## src/rtl/mul_seq_pkg.sv

```systemverilog
// mul_seq_pkg: shared state encoding and default sizes for the multiplier sequencer
package mul_seq_pkg;
  localparam int MUL_WIDTH = 16;
  localparam int MUL_MAX_ITER = 65535;
  typedef enum logic [2:0] {
    IDLE   = 3'd0,
    LOAD_A = 3'd1,
    LOAD_B = 3'd2,
    ACCUM  = 3'd3,
    DONE   = 3'd4
  } state_t;
endpackage

```

## src/rtl/mul_seq_wdog.sv

```systemverilog
// mul_seq_wdog: counts accumulate cycles and flags when the iteration limit is reached
module mul_seq_wdog
  import mul_seq_pkg::*;
#(
  parameter int MAX_ITER = MUL_MAX_ITER
) (
  input  logic clk,
  input  logic rst_n,
  input  logic clr,
  input  logic en,
  output logic tmo
);
  logic [16:0] cnt_q, cnt_d;
  assign tmo = cnt_q >= 17'(MAX_ITER);
  // clear before each accumulate phase, count while accumulating, saturate at the limit
  always_comb cnt_d = clr ? '0 : (en && !tmo) ? cnt_q + 17'd1 : cnt_q;
  // counter register
  always_ff @(posedge clk or negedge rst_n)
    if (!rst_n) cnt_q <= '0;
    else cnt_q <= cnt_d;
endmodule

```

## src/rtl/mul_seq_ctrl.sv

```systemverilog
// mul_seq_ctrl: valid/ready sequencer for the repeated-addition multiplier; MUL_SEQ_TIMEOUT_EN adds an accumulate watchdog
module mul_seq_ctrl
  import mul_seq_pkg::*;
#(
  parameter int WIDTH = MUL_WIDTH,
  parameter int MAX_ITER = MUL_MAX_ITER
) (
  input  logic             clk,
  input  logic             rst_n,
  input  logic             req_valid,
  output logic             req_ready,
  input  logic [WIDTH-1:0] req_a,
  input  logic [WIDTH-1:0] req_b,
  output logic [WIDTH-1:0] bus_out,
  output logic             ld_a,
  output logic             ld_b,
  output logic             ld_p,
  output logic             clr_p,
  output logic             dec_b,
  input  logic             eqz,
  input  logic [WIDTH-1:0] prod_in,
  output logic             res_valid,
  input  logic             res_ready,
  output logic [WIDTH-1:0] res_data,
  output logic             res_err,
  output logic             busy
);
  state_t state_q, state_d;
  logic [WIDTH-1:0] a_q, a_d, b_q, b_d, res_data_q, res_data_d;
  logic res_err_q, res_err_d;
  logic tmo;
`ifdef MUL_SEQ_TIMEOUT_EN
  mul_seq_wdog #(.MAX_ITER(MAX_ITER)) u_wdog (
    .clk   (clk),
    .rst_n (rst_n),
    .clr   (state_q == LOAD_B),
    .en    (state_q == ACCUM),
    .tmo   (tmo)
  );
`else
  assign tmo = 1'b0;
`endif
  assign res_data = res_data_q;
  assign res_err = res_err_q;
  always_ff @(posedge clk or negedge rst_n)
    if (!rst_n) begin
      state_q <= IDLE;
      a_q <= '0;
      b_q <= '0;
      res_data_q <= '0;
      res_err_q <= 1'b0;
    end else begin
      state_q <= state_d;
      a_q <= a_d;
      b_q <= b_d;
      res_data_q <= res_data_d;
      res_err_q <= res_err_d;
    end
  always_comb begin
    state_d = state_q;
    a_d = a_q;
    b_d = b_q;
    res_data_d = res_data_q;
    res_err_d = res_err_q;
    case (state_q)
      IDLE: if (req_valid) begin
        a_d = req_a;
        b_d = req_b;
        state_d = LOAD_A;
      end
      LOAD_A: state_d = LOAD_B;
      LOAD_B: state_d = ACCUM;
      ACCUM: if (eqz || tmo) begin
        res_data_d = prod_in;
        res_err_d = !eqz;
        state_d = DONE;
      end
      DONE: if (res_ready) state_d = IDLE;
      default: state_d = IDLE;
    endcase
  end
  always_comb begin
    bus_out = (state_q == LOAD_A) ? a_q : (state_q == LOAD_B) ? b_q : '0;
    ld_a = state_q == LOAD_A;
    ld_b = state_q == LOAD_B;
    clr_p = state_q == LOAD_B;
    ld_p = (state_q == ACCUM) && !eqz && !tmo;
    dec_b = ld_p;
    req_ready = state_q == IDLE;
    res_valid = state_q == DONE;
    busy = state_q != IDLE;
  end
endmodule

```

## config.mk

```make
export PLATFORM = sky130hd
export DESIGN_NAME = mul_seq_ctrl
export DESIGN_NICKNAME = d
export VERILOG_FILES = /design/src/rtl/mul_seq_pkg.sv /design/src/rtl/mul_seq_wdog.sv /design/src/rtl/mul_seq_ctrl.sv
export SDC_FILE = /design/constraint.sdc
export NUM_CORES = 1
export LEC_CHECK = 0
export ABC_AREA = 1
export CAP_MARGIN = 20
export CORE_MARGIN = 2
export CORE_UTILIZATION = 30
export CTS_CLUSTER_DIAMETER = 120
export CTS_CLUSTER_SIZE = 14
export DETAILED_ROUTE_END_ITERATION = 16
export GPL_TIMING_DRIVEN = 0
export PLACE_DENSITY = 0.6
export SYNTH_ARGS = -nofsm -noshare
export SYNTH_HDL_FRONTEND = slang
export SYNTH_SLANG_ARGS = --single-unit
export TNS_END_PERCENT = 1
```

## constraint.sdc

```tcl
create_clock -name clk -period 1.5 [get_ports clk]
set_input_delay 0.3 -clock clk [delete_from_list [all_inputs] [get_ports clk]]
set_output_delay 0.3 -clock clk [all_outputs]
set_load 0.005 [all_outputs]
```

==> metrics.md, run 1 <==
| Metric | Value |
|---|---|
| Core Util, Final | 0.486 |
| Period minus WS final | 1820 ps |
| Static leakage | 2.19 nW |
| YS warnings | 0 |
| Remaining Overflow, GRT | 0 |
| Net Count, Synth | 343 |
| P_int | 4.23 mW |
| Status | complete, but fails checks |
| Share of cells above drive strength 1 | 0.228 |
| Unrepaired setup endpoints after global routing | yes |
| CP startpoint kind | flip-flop |
| Capturing element type of the critical path | output pin |
| Post-DP HPWL | 4520 um |
| Distinct cell type count after synthesis | 17 |
| Final setup fails | 33 |
| Initial DRC Count | 97 |
| Max-slew headroom | 0.733 |
| Clk_lat worst skew | 310 ps |
| Post-DRT Antenna Nets | 0 |
| Max clock buf depth | 2 |
| Antenna diodes | 0 |
| H-Tree Depth | 2 |
| Clock transition at path regs | 90 ps |
| DIE WIDTH | 92.7 um |
| Final Hold Fails | 0 |
| CTS tree | done |
| Initial core utilization | 0.307 |
| Worst Skew | 10.2 ps |
| Via count | 2,268 |
| Clock Sinks | 52 |
| Ports | 94 |
| Largest cells by area after synthesis | dfrtp_1 (55%), nand2_1 (24%), nand3_1 (11%), buf_4 (2.2%), buf_6 (1.9%) |
| Drt wl/cell | 13.3 um |
| Vias in the first global route | 2,254 |
| Sw Pwr | 2.60 mW |
| WP data arrival | 1520 ps |
| Period utilization | 1.21 |
| Origin of the worst setup path | state_q[0] |
| Hold Crit Class | in -> reg |
| Syn_area_per_cell | 8.13 um2 |
| Total routed wirelength | 6840 um |
| Achievable Freq | 0.549 GHz |
| Die area | 8590 um2 |
| Syn Inst Count | 290 |
| Final instance area | 3740 um2 |
| Total power | 6.83 mW |
| Comb power frac | 0.532 |
| TritonCTS Buffers | 5 |
| Data required, critical path | 1200 ps |
| Worst setup margin | -320 ps |
| Via/cell ratio | 4.40 |
| Placement Setup Slack | -542 ps |
| Initial antenna violation count | 0 |
| All-Layer GR Usage | 0.164 |
| R2R Path Start | state_q[2] |
| Final Max Tran Viols | 0 |
| Die height | 92.7 um |
| Kind of critical path | reg -> out |
| DRC viols | 0 |
| Reg power frac | 0.354 |
| Clock power frac | 0.114 |
| Final nets | 466 |
| Sw Ratio | 0.381 |
| Drt pass-1 iters | 4 |
| Failing checks | negative setup slack |
| Post-synthesis register bit count | 52 |
| Placement row count | 32 |
| Multi-input logic area | 942 um2 |
| Sequential cell area | 1300 um2 |
| Final hold slack | 404 ps |
| Placed Area | 3410 um2 |
| First-pass GRT wire length | 11,000 um |
| Layout area overhead | 58.4% |
| Top cell type by total area after synthesis | dfrtp_1 |
| Pin count of the biggest net entering global routing | 38 |
| # port buffers | 91 |
| Fill cells | 778 |
| Clock Tree Root | clkbuf_8 |
| Final RePlAce weighted congestion | 0.738 |
| Core Area | 7690 um2 |
| PD cells | 1830 nW/um2 |
| Synth top area share | 0.552 |
| Synth Cell Area | 2360 um2 |
| Hold_sp | eqz |
| Slew @ Worst Pin | 400 ps |
| Proportion of synthesized chip area in sequential cells | 0.552 |
| Max cap viols | 0 |
| IR Drop Worst-Case VDD | 0.808 mV |
| Worst-path fanout max | 8 |
critical path, cell delays in order (launching register included):
cell	delay, ps
dfrtp_2	440
buf_4	150
nand3_2	80
inv_2	60
buf_6	120
buf_6	120
nand2_1	70
nand2_2	50
buf_2	120
cells by family after synthesis:
group         after synthesis  share of synthesized area
simple gates              210                      0.376
flops                      52                      0.552
buf+inv                    28                     0.0722
cells in the final DEF, fill, tap and decap left out, types with 2 or more instances in the layout:
master,n
dfrtp_1,50
buf_12,2
nand3_1,51
dlymetal6s2s_1,16
dfrtp_2,2
nand2_2,9
inv_2,4
clkdlybuf4s50_1,49
buf_4,19
nor2_4,2
nand2_4,5
buf_6,14
buf_2,25
dlygate4sd2_1,3
clkbuf_8,5
buf_8,2
clkbuf_1,3
inv_1,4
nand2_1,139
layout make-up:
cell class,instances,area share
Tap cell,102,0.0342
Timing Repair Buffer,117,0.295
Clock buffer,6,0.0194
Clock inverter,1,0.00134
Sequential cell,52,0.349
Inverter,10,0.0121
Buffer,17,0.0365
Multi-Input combinational cell,210,0.252
Yosys cell counts (all sizes together):
master	instances
dfrtp	52
nor2	3
nand3	52
nor3	1
nand4	1
clkbuf	2
nand2	153
buf	16
inv	10
power by group through the flow:
stage | clock network (mW) | registers [mW] | logic, mW
after floorplan | 0 | 2.37 | 1.56
after global placement | 0 | 2.41 | 3.09
after detailed placement | 0 | 2.42 | 3.12
after CTS | 0.792 | 2.43 | 3.46
after global routing | 0.861 | 2.50 | 4.01
final | 0.781 | 2.42 | 3.63
what timing repair did:
| action | CTS | global route |
|---|---|---|
| buffers inserted | 18 | 6 |
| pin swaps | 19 | 4 |
| endpoints found under the hold margin | 15 | 0 |
| endpoints found under the setup margin | 25 | 82 |
| resized for setup | 117 | 25 |
| hold buffers | 1 | 0 |
path summary, 6_finish.rpt:
check,slack (ps),endpoint,cells after the start
max in group asynchronous,520,state_q[2],3
min reg2reg,470,res_data[14],2
min in group asynchronous,450,res_data[0],2
min,400,res_data[1],3
max reg2reg,-70,res_data[7],9
max,-320,bus_out[12],8
through the flow:
stage          setup TNS, ps  std cells
4_1_cts                -5280        509
3_3_place_gp          -87490        483
5_1_grt                -9040        515
2_1_floorplan              0        290
6_report               -6130        515
3_5_place_dp           -9240        484
flip-flops by register name, summed over array words and instances (netlist names):
| signal | cells |
|---|---|
| a_q | 16 |
| b_q | 16 |
| res_data | 16 |
| res_err | 1 |
| state_q | 3 |
metal layers:
| layer | global-route usage | share of wire |
|---|---|---|
| met1 | 0.196 | 0.42 |
| met2 | 0.285 | 0.49 |
| met3 | 0.0578 | 0.073 |
| met4 | 0.0331 | 0.0079 |
| met5 | 0 | 0 |
Note: power is estimated with default switching activity, not from simulation.
==> run 2, diff against run 1 <==
Settings changed: ABC_AREA 1 to default, PLACE_DENSITY 0.6 to 0.59.
==> run 2 against run 1 <==
Against the previous run: the run still ends with negative setup slack left; hold slack better by 20 ps; first-iteration DRC count down 66%; clock-buffer cell count stayed put; non-clock buffer count shrank 8; synthesized cell count decreased by 37%; utilization grew 1.1 points; combinational power rose by 32%; flip-flop and latch count unchanged; power increased by 21%; design area rose by 8.8%; via count down 18%; largest power group unchanged.
==> metrics.md, run 2 <==
| Metric | Value |
|---|---|
| Status | complete, but fails checks |
| Failing checks | negative setup slack |
| Synth Cell Area | 2530 um2 |
| Clock transition at path regs | 100 ps |
| Max-slew headroom | 0.645 |
| Multi-input logic area | 1210 um2 |
| Share of cells above drive strength 1 | 0.445 |
| Setup TNS | -11,930 ps |
| Net Count, Synth | 236 |
| Fill cells | 761 |
| Most common cell after layout, fill and taps aside | clkdlybuf4s50_1 |
| Via/cell ratio | 4.60 |
| Capturing element type of the critical path | output pin |
| Clock Sinks | 52 |
| Post-synthesis register bit count | 52 |
| Syn_area_per_cell | 13.8 um2 |
| Achievable Freq | 0.562 GHz |
| PD cells | 2030 nW/um2 |
| All-Layer GR Usage | 0.150 |
| Layout area overhead | 61.0% |
| Final RePlAce weighted congestion | 0.710 |
| Final Max Tran Viols | 0 |
| Clock Tree Root | clkbuf_8 |
| Core Area | 8180 um2 |
| DRC viols | 0 |
| Vias in the first global route | 2,005 |
| R2R Path Start | state_q[1] |
| Commonest cells after routing, fill and taps aside | clkdlybuf4s50_1 (67), dfrtp_1 (50), mux2_4 (37), nand3b_1 (32), buf_2 (20) |
| R2R depth | 7 |
| Die height | 95.8 um |
| Initial core utilization | 0.309 |
| # port buffers | 93 |
| Period minus WS final | 1780 ps |
| Remaining Overflow, GRT | 0 |
| Origin of the worst setup path | state_q[1] |
| Worst Skew | 11.4 ps |
| Drt pass-1 iters | 4 |
| H-Tree Depth | 2 |
| Worst setup margin | -279 ps |
| Reg2reg end | b_q[0] |
| Pin count of the biggest net entering global routing | 32 |
| Kind of critical path | reg -> out |
| Initial antenna violation count | 0 |
| Final nets | 351 |
| WP data arrival | 1480 ps |
| Unrepaired setup endpoints after global routing | yes |
| Largest cells by area after synthesis | dfrtp_1 (52%), mux2_4 (18%), nand3b_1 (9.5%), mux2_2 (8.0%), a21oi_1 (3.4%) |
| Final setup fails | 64 |
| Die area | 9170 um2 |
| Top cell type by total area after synthesis | dfrtp_1 |
| Placement row count | 33 |
| CTS tree | done |
| Distinct cell type count after synthesis | 21 |
| Final Hold Fails | 0 |
| Synth top area share | 0.515 |
| Clk_lat worst skew | 300 ps |
| Async SR Flop Fraction | 1.00 |
| Initial DRC Count | 33 |
| Drt wl/cell | 16.0 um |
| Hold Crit Class | in -> reg |
| YS warnings | 0 |
| Ports | 94 |
| CP startpoint kind | flip-flop |
| Period utilization | 1.19 |
| Worst-path fanout max | 6 |
| Ys flop type | dfrtp_1 |
| Cell with the most instances after synthesis | dfrtp_1 |
| DIE WIDTH | 95.8 um |
| Total power | 8.25 mW |
| Max clock buf depth | 2 |
| Final hold slack | 424 ps |
| Slew @ Worst Pin | 532 ps |
| Data required, critical path | 1200 ps |
| IR Drop Worst-Case VDD | 0.839 mV |
| TritonCTS Buffers | 5 |
| Antenna diodes | 0 |
| Total routed wirelength | 6440 um |
| Proportion of synthesized chip area in sequential cells | 0.515 |
| Via count | 1,858 |
| Max cap viols | 0 |
| First-pass GRT wire length | 10,400 um |
| Worst setup path end | ld_b |
| Static leakage | 1.78 nW |
| R2R Setup Slk | -220 ps |
| Post-DRT Antenna Nets | 0 |
| Post-DP HPWL | 4340 um |
| Syn Inst Count | 183 |
| Sequential cell area | 1300 um2 |
| Post-synth EDFFs | 0 |
| Commonest cells in the netlist | dfrtp_1 (52), nand3b_1 (32), mux2_4 (30), mux2_2 (18), a21oi_1 (17) |
-- run 2: layer usage --
metal,vias to the layer above,track usage,part of all wire
li1,882,-,-
met1,919,0.208,0.48
met2,55,0.233,0.45
met3,2,0.0415,0.065
met4,0,0.0357,0.0062
met5,-,0,0
-- run 2: cell families (layout without fill, tap and decap cells) --
logic type	Yosys count	in the layout	synth area share
simple gates	42	42	0.132
mux	48	48	0.259
compound gates	21	21	0.0456
buf+inv	20	136	0.0490
flops	52	52	0.515
-- run 2: how the worst min path moves through the flow --
stage	start	endpoint	slack, ps	cells after the start
3_3_place_gp	res_data[4]	res_data[4]	490	1
5_1_grt	eqz	state_q[1]	420	2
6_report	eqz	state_q[1]	420	2
2_1_floorplan	rst_n	a_q[0]	4	0
4_1_cts	eqz	state_q[1]	410	2
3_5_place_dp	rst_n	a_q[8]	320	1
-- run 2: repair_timing --
item / 4_1_cts / 5_1_grt
buffers inserted: 8 / 2
endpoints found under the setup margin: 60 / 75
gates cloned: 4 / 0
resized for setup: 155 / 13
hold endpoints to repair: 21 / 0
hold buffers: 1 / 0
pin swaps: 21 / 10
-- run 2: metrics by stage --
step                area [um2]   util  instances  setup slack (ps)
floorplan                 2530      -        183             -39.4
global placement          3590  0.440        381             -1570
detailed placement        3610  0.441        382              -753
CTS                       4050  0.495        403              -309
global route              4070  0.497        404              -328
finish                    4070  0.497        404              -279
-- run 2: worst max-delay path, stage by stage, from the launching register on --
cell	delay (ps)
dfrtp_1	380
buf_6	130
clkbuf_16	150
buf_16	130
nor3b_4	150
buf_4	130
buf_6	100
-- run 2: cell type report --
| class | count | area share |
|---|---|---|
| Inverter | 2 | 0.00185 |
| Clock buffer | 6 | 0.0178 |
| Timing Repair Buffer | 109 | 0.254 |
| Sequential cell | 52 | 0.321 |
| Clock inverter | 2 | 0.00862 |
| Multi-Input combinational cell | 111 | 0.299 |
| Tap cell | 105 | 0.0323 |
| Buffer | 17 | 0.0658 |
-- run 2: power by group --
part           total (mW)  internal, mW  switching, mW
registers            2.50          2.11          0.392
logic                4.79          3.11           1.67
clock network       0.960         0.496          0.463
total                8.25          5.72           2.53
==> run 3, diff against run 2 <==
Clock period 1.5 ns to 1.7 ns, I/O delays scaled along.
==> run 3 against run 2 <==
Against the previous run: global-route usage is 0.092 points higher; clock-buffer cell count stayed put; the flow still finishes with violations (negative setup slack); power is 13% lower; critical path depth stayed put; design area is 1.5% lower; critical path type unchanged; clock power is 11% lower; largest cell class unchanged.
==> metrics.md, run 3 (synthesis gave the netlist of run 2 again) <==
| Metric | Value |
|---|---|
| Status | complete, but fails checks |
| Failing checks | negative setup slack |
| CP Cell Sequence | buf_6, clkbuf_16, buf_8, nor3b_4, buf_4, buf_6 |
| Comb power frac | 0.575 |
| DRC viols | 0 |
| Final Hold Fails | 0 |
| Worst path slowest cell | dfrtp_1 |
| Layout area overhead | 58.5% |
| Via count | 1,891 |
| Slowest stage delay, CP | 390 ps |
| Final RePlAce weighted congestion | 0.715 |
| Clock Tree Root | clkbuf_8 |
| Pin count of the biggest net entering global routing | 28 |
| Drt wl/cell | 16.2 um |
| Drt pass-1 iters | 4 |
| CTS tree | done |
| Via/cell ratio | 4.72 |
| Core Area | 8180 um2 |
| Reg2reg end | a_q[11] |
| Sequential cell area | 1300 um2 |
| Initial core utilization | 0.309 |
| First-pass GRT wire length | 10,500 um |
| Clk_lat worst skew | 310 ps |
| Kind of critical path | reg -> out |
| Post-DP HPWL | 4300 um |
| Max clock buf depth | 2 |
| Clock Sinks | 52 |
| Post-DRT Antenna Nets | 0 |
| Hold_buf cts | 0 |
| Achievable Freq | 0.540 GHz |
| All-Layer GR Usage | 0.151 |
| Worst-path fanout max | 6 |
| Sw Pwr | 2.23 mW |
| IR Drop Worst-Case VDD | 0.595 mV |
| Antenna diodes | 0 |
| Slew @ Worst Pin | 626 ps |
| Fill cells | 743 |
| R2R Setup Slk | 30 ps |
| Placement Setup Slack | -691 ps |
| Sw Ratio | 0.311 |
| Die height | 95.8 um |
| PD cells | 1790 nW/um2 |
| Data required, critical path | 1360 ps |
| Reg power frac | 0.305 |
| Capturing element type of the critical path | output pin |
| Crit path top cell by count | buf_6 |
| Final instance area | 4000 um2 |
| Multi-input logic area | 1200 um2 |
| # port buffers | 93 |
| Vias in the first global route | 2,026 |
| Max cap viols | 0 |
| CP startpoint kind | flip-flop |
| Total routed wirelength | 6480 um |
| P_int | 4.94 mW |
| Ports | 94 |
| Max-slew headroom | 0.583 |
| Placed Area | 3600 um2 |
| WP data arrival | 1510 ps |
| Most common cell after layout, fill and taps aside | clkdlybuf4s50_1 |
| Die area | 9170 um2 |
| Total power | 7.17 mW |
| Final setup fails | 20 |
| Commonest cells after routing, fill and taps aside | clkdlybuf4s50_1 (68), dfrtp_1 (51), nand3b_1 (32), mux2_4 (30), buf_2 (22) |
| Static leakage | 1.73 nW |
| Worst Skew | 7.97 ps |
| Non-filler cells, final | 401 |
| R2R depth | 6 |
| Clock transition at path regs | 100 ps |
| Final nets | 348 |
| Remaining Overflow, GRT | 0 |
| Share of cells above drive strength 1 | 0.446 |
| Core Util, Final | 0.490 |
| Worst setup margin | -151 ps |
| R2R Path Start | state_q[0] |
| Initial antenna violation count | 0 |
| Final Max Tran Viols | 0 |
| Initial DRC Count | 43 |
| H-Tree Depth | 2 |
| Placement row count | 33 |
| Clock power frac | 0.119 |
| Period utilization | 1.09 |
| Unrepaired setup endpoints after global routing | yes |
| DIE WIDTH | 95.8 um |
| Period minus WS final | 1850 ps |
| Placed cells | 382 |
| TritonCTS Buffers | 5 |
| Hold Crit Class | in -> async |
run 3: final cells by class:
cell class / instances / share of cell area
multi-input cells: 111 / 0.299
repair buffers: 105 / 0.250
clock buffers: 6 / 0.0181
well taps: 105 / 0.0328
inverters: 2 / 0.00188
plain buffers: 18 / 0.0641
flip-flops and latches: 52 / 0.325
clock inverters: 2 / 0.00875
run 3: per-layer routing:
layer | global-route usage | part of all wire | up-vias
li1 | - | - | 871
met1 | 0.197 | 0.43 | 945
met2 | 0.241 | 0.48 | 63
met3 | 0.0462 | 0.075 | 12
met4 | 0.0476 | 0.017 | 0
met5 | 0 | 0 | -
run 3: timing repair:
action | in CTS | in global routing
endpoints found under the hold margin | 0 | 0
endpoints found under the setup margin | 54 | 53
setup buffers | 7 | 0
gates resized for setup | 140 | 18
gates cloned | 4 | 0
pin swaps | 19 | 6
run 3: how the worst max path moves through the flow:
stage,start,to,slack [ps],cells after the start
final,state_q[0],ld_b,-150,6
after global routing,state_q[0],ld_b,-230,6
after floorplan,state_q[1],ld_b,70,5
after CTS,state_q[1],busy,-170,4
after detailed placement,state_q[1],ld_b,-690,6
after global placement,rst_n,res_data[15],-1440,1
run 3: worst max-delay path: cells and delay by family, from the launching register on:
family / cells / cell delay, ps
DFF: 1 / 390
buffers and inverters: 5 / 630
and+or+nand+nor: 1 / 180
run 3: stage by stage:
step / hold WS, ps / setup TNS [ps]
after detailed placement: 402 / -21150
after floorplan: 44.4 / 0
after global placement: 474 / -94860
after CTS: 60.9 / -2150
final: 37.3 / -1660
after global routing: 72.3 / -3590
run 3: power groups by stage:
stage               clock, mW  sequential (mW)  combinational (mW)
floorplan                   0             2.16                1.96
CTS                     0.869             2.19                4.10
global placement            0             2.20                3.46
detailed placement          0             2.20                3.48
finish                  0.856             2.19                4.12
global route            0.927             2.27                4.45
==> patch (settings of run 3) <==
Change the package constant `MUL_WIDTH` from 16 to 12.
--- a/src/rtl/mul_seq_pkg.sv
+++ b/src/rtl/mul_seq_pkg.sv
@@ -2,3 +2,3 @@
 package mul_seq_pkg;
-  localparam int MUL_WIDTH = 16;
+  localparam int MUL_WIDTH = 12;
   localparam int MUL_MAX_ITER = 65535;
Interface: changed (5 resized); port bits go from 94 to 74. No check against the original RTL was run, so the function may have changed too.
==> patch against run 3 <==
- the flow still finishes with violations (negative setup slack)
- wire length fell by 25%
- sequential cell count fell by 12
- area after synthesis fell by 26%
- critical path type unchanged
- register-to-register slack got worse by 90 ps
- power fell by 23%
- setup slack improved by 19 ps
- design area fell by 22%
- combinational power fell by 22%
- largest power group unchanged
- critical endpoint is now bus_out[2]
==> patch: results <==
group,metric,value,unit
outcome,status,"finished with violations",
outcome,violations,"negative setup slack",
global_routing,grt_max_degree,32,
setup_path,rr_endpoint,"b_q[11]",
power_and_ir_drop,ir_drop,0.847,mV
layout,syn_to_final_growth,66.4,%
layout,fin_util,52.0,%
layout,seqCellArea,1000,sq um
clock_network,clock_insertion_delay_worst_skew,290,ps
layout,buf_share,32.0,%
timing,timing.final.ws_setup,-133,ps
layout,multi_input_area,928,sq um
clock_network,path_clk_slew,70,ps
layout,nNonClkBuffers,106,
layout,clk_share,2.89,%
global_routing,grt_usage,14.3,%
place,dp_hpwl,3300,um
power_and_ir_drop,p_seq,1.67,mW
setup_path,slowest_delay,370,ps
synthesis,synthTopCellsByCount,"40 x dfrtp_1, 33 x mux2_2, 24 x nand3b_1",
setup_path,crit_fanout,10,
layout,final_layout_size_suffix_gt1_share,44.9,%
synthesis,synthTopCellsByArea,"dfrtp_1 53%, mux2_2 20%, nand3b_1 9.6%",
power_and_ir_drop,internal_power,3.80,mW
setup_path,arrival,1490,ps
timing,fin_tns_setup,-1930,ps
layout,fin_nets,283,
power_and_ir_drop,p_leak,1.38,nW
timing,finalSetupViolations,36,
setup_path,worst-r2r-setup-slack,-60,ps
layout,n_sequential_cell,40,
place,dp.cells,293,
place,postPlaceCellArea,2710,sq um
global_routing,grt_pass1_wl,7820,um
power_and_ir_drop,total_power,5.54,mW
power_and_ir_drop,powerDensity,1780,nW/um^2
synthesis,synth_nets,185,
synthesis,synth_cell_types,22,
place,dpl_worst_slack,-503,ps
synthesis,synthCells,144,
layout,num-multi-input-gates,87,
detailed_routing,routed_via_density,4.75,
## patch: timing repair
action | CTS | global route
endpoints found under the setup margin | 40 | 42
pin swaps | 14 | 15
endpoints found under the hold margin | 9 | 0
cloned | 1 | 0
setup buffers | 5 | 10
gates resized for setup | 109 | 38
hold buffers | 1 | 0
## patch: layer usage
metal | global-route usage, % | wire length [um]
met5 | 0 | 0
met4 | 3.13 | 47
met3 | 4.57 | 280
met2 | 22.3 | 2330
met1 | 19.5 | 2230
## patch: worst max path at each step
stage / endpoint / slack [ps] / cells after the start
after floorplan: a_q[2] / 140 / 4
after global placement: res_data[8] / -840 / 1
final: bus_out[2] / -130 / 6
after global routing: bus_out[10] / -200 / 6
after detailed placement: ld_b / -500 / 5
after CTS: bus_out[6] / -190 / 6
## patch: logic make-up (layout without fill, tap and decap cells)
logic type,Yosys count,count (layout),share of synthesized area [%]
flip-flops,40,40,53.4
multiplexers,36,36,21.6
buffers and inverters,17,116,5.34
AND/OR/NAND/NOR,34,34,14.6
AO/OA/AOI/OAI,17,17,5.07
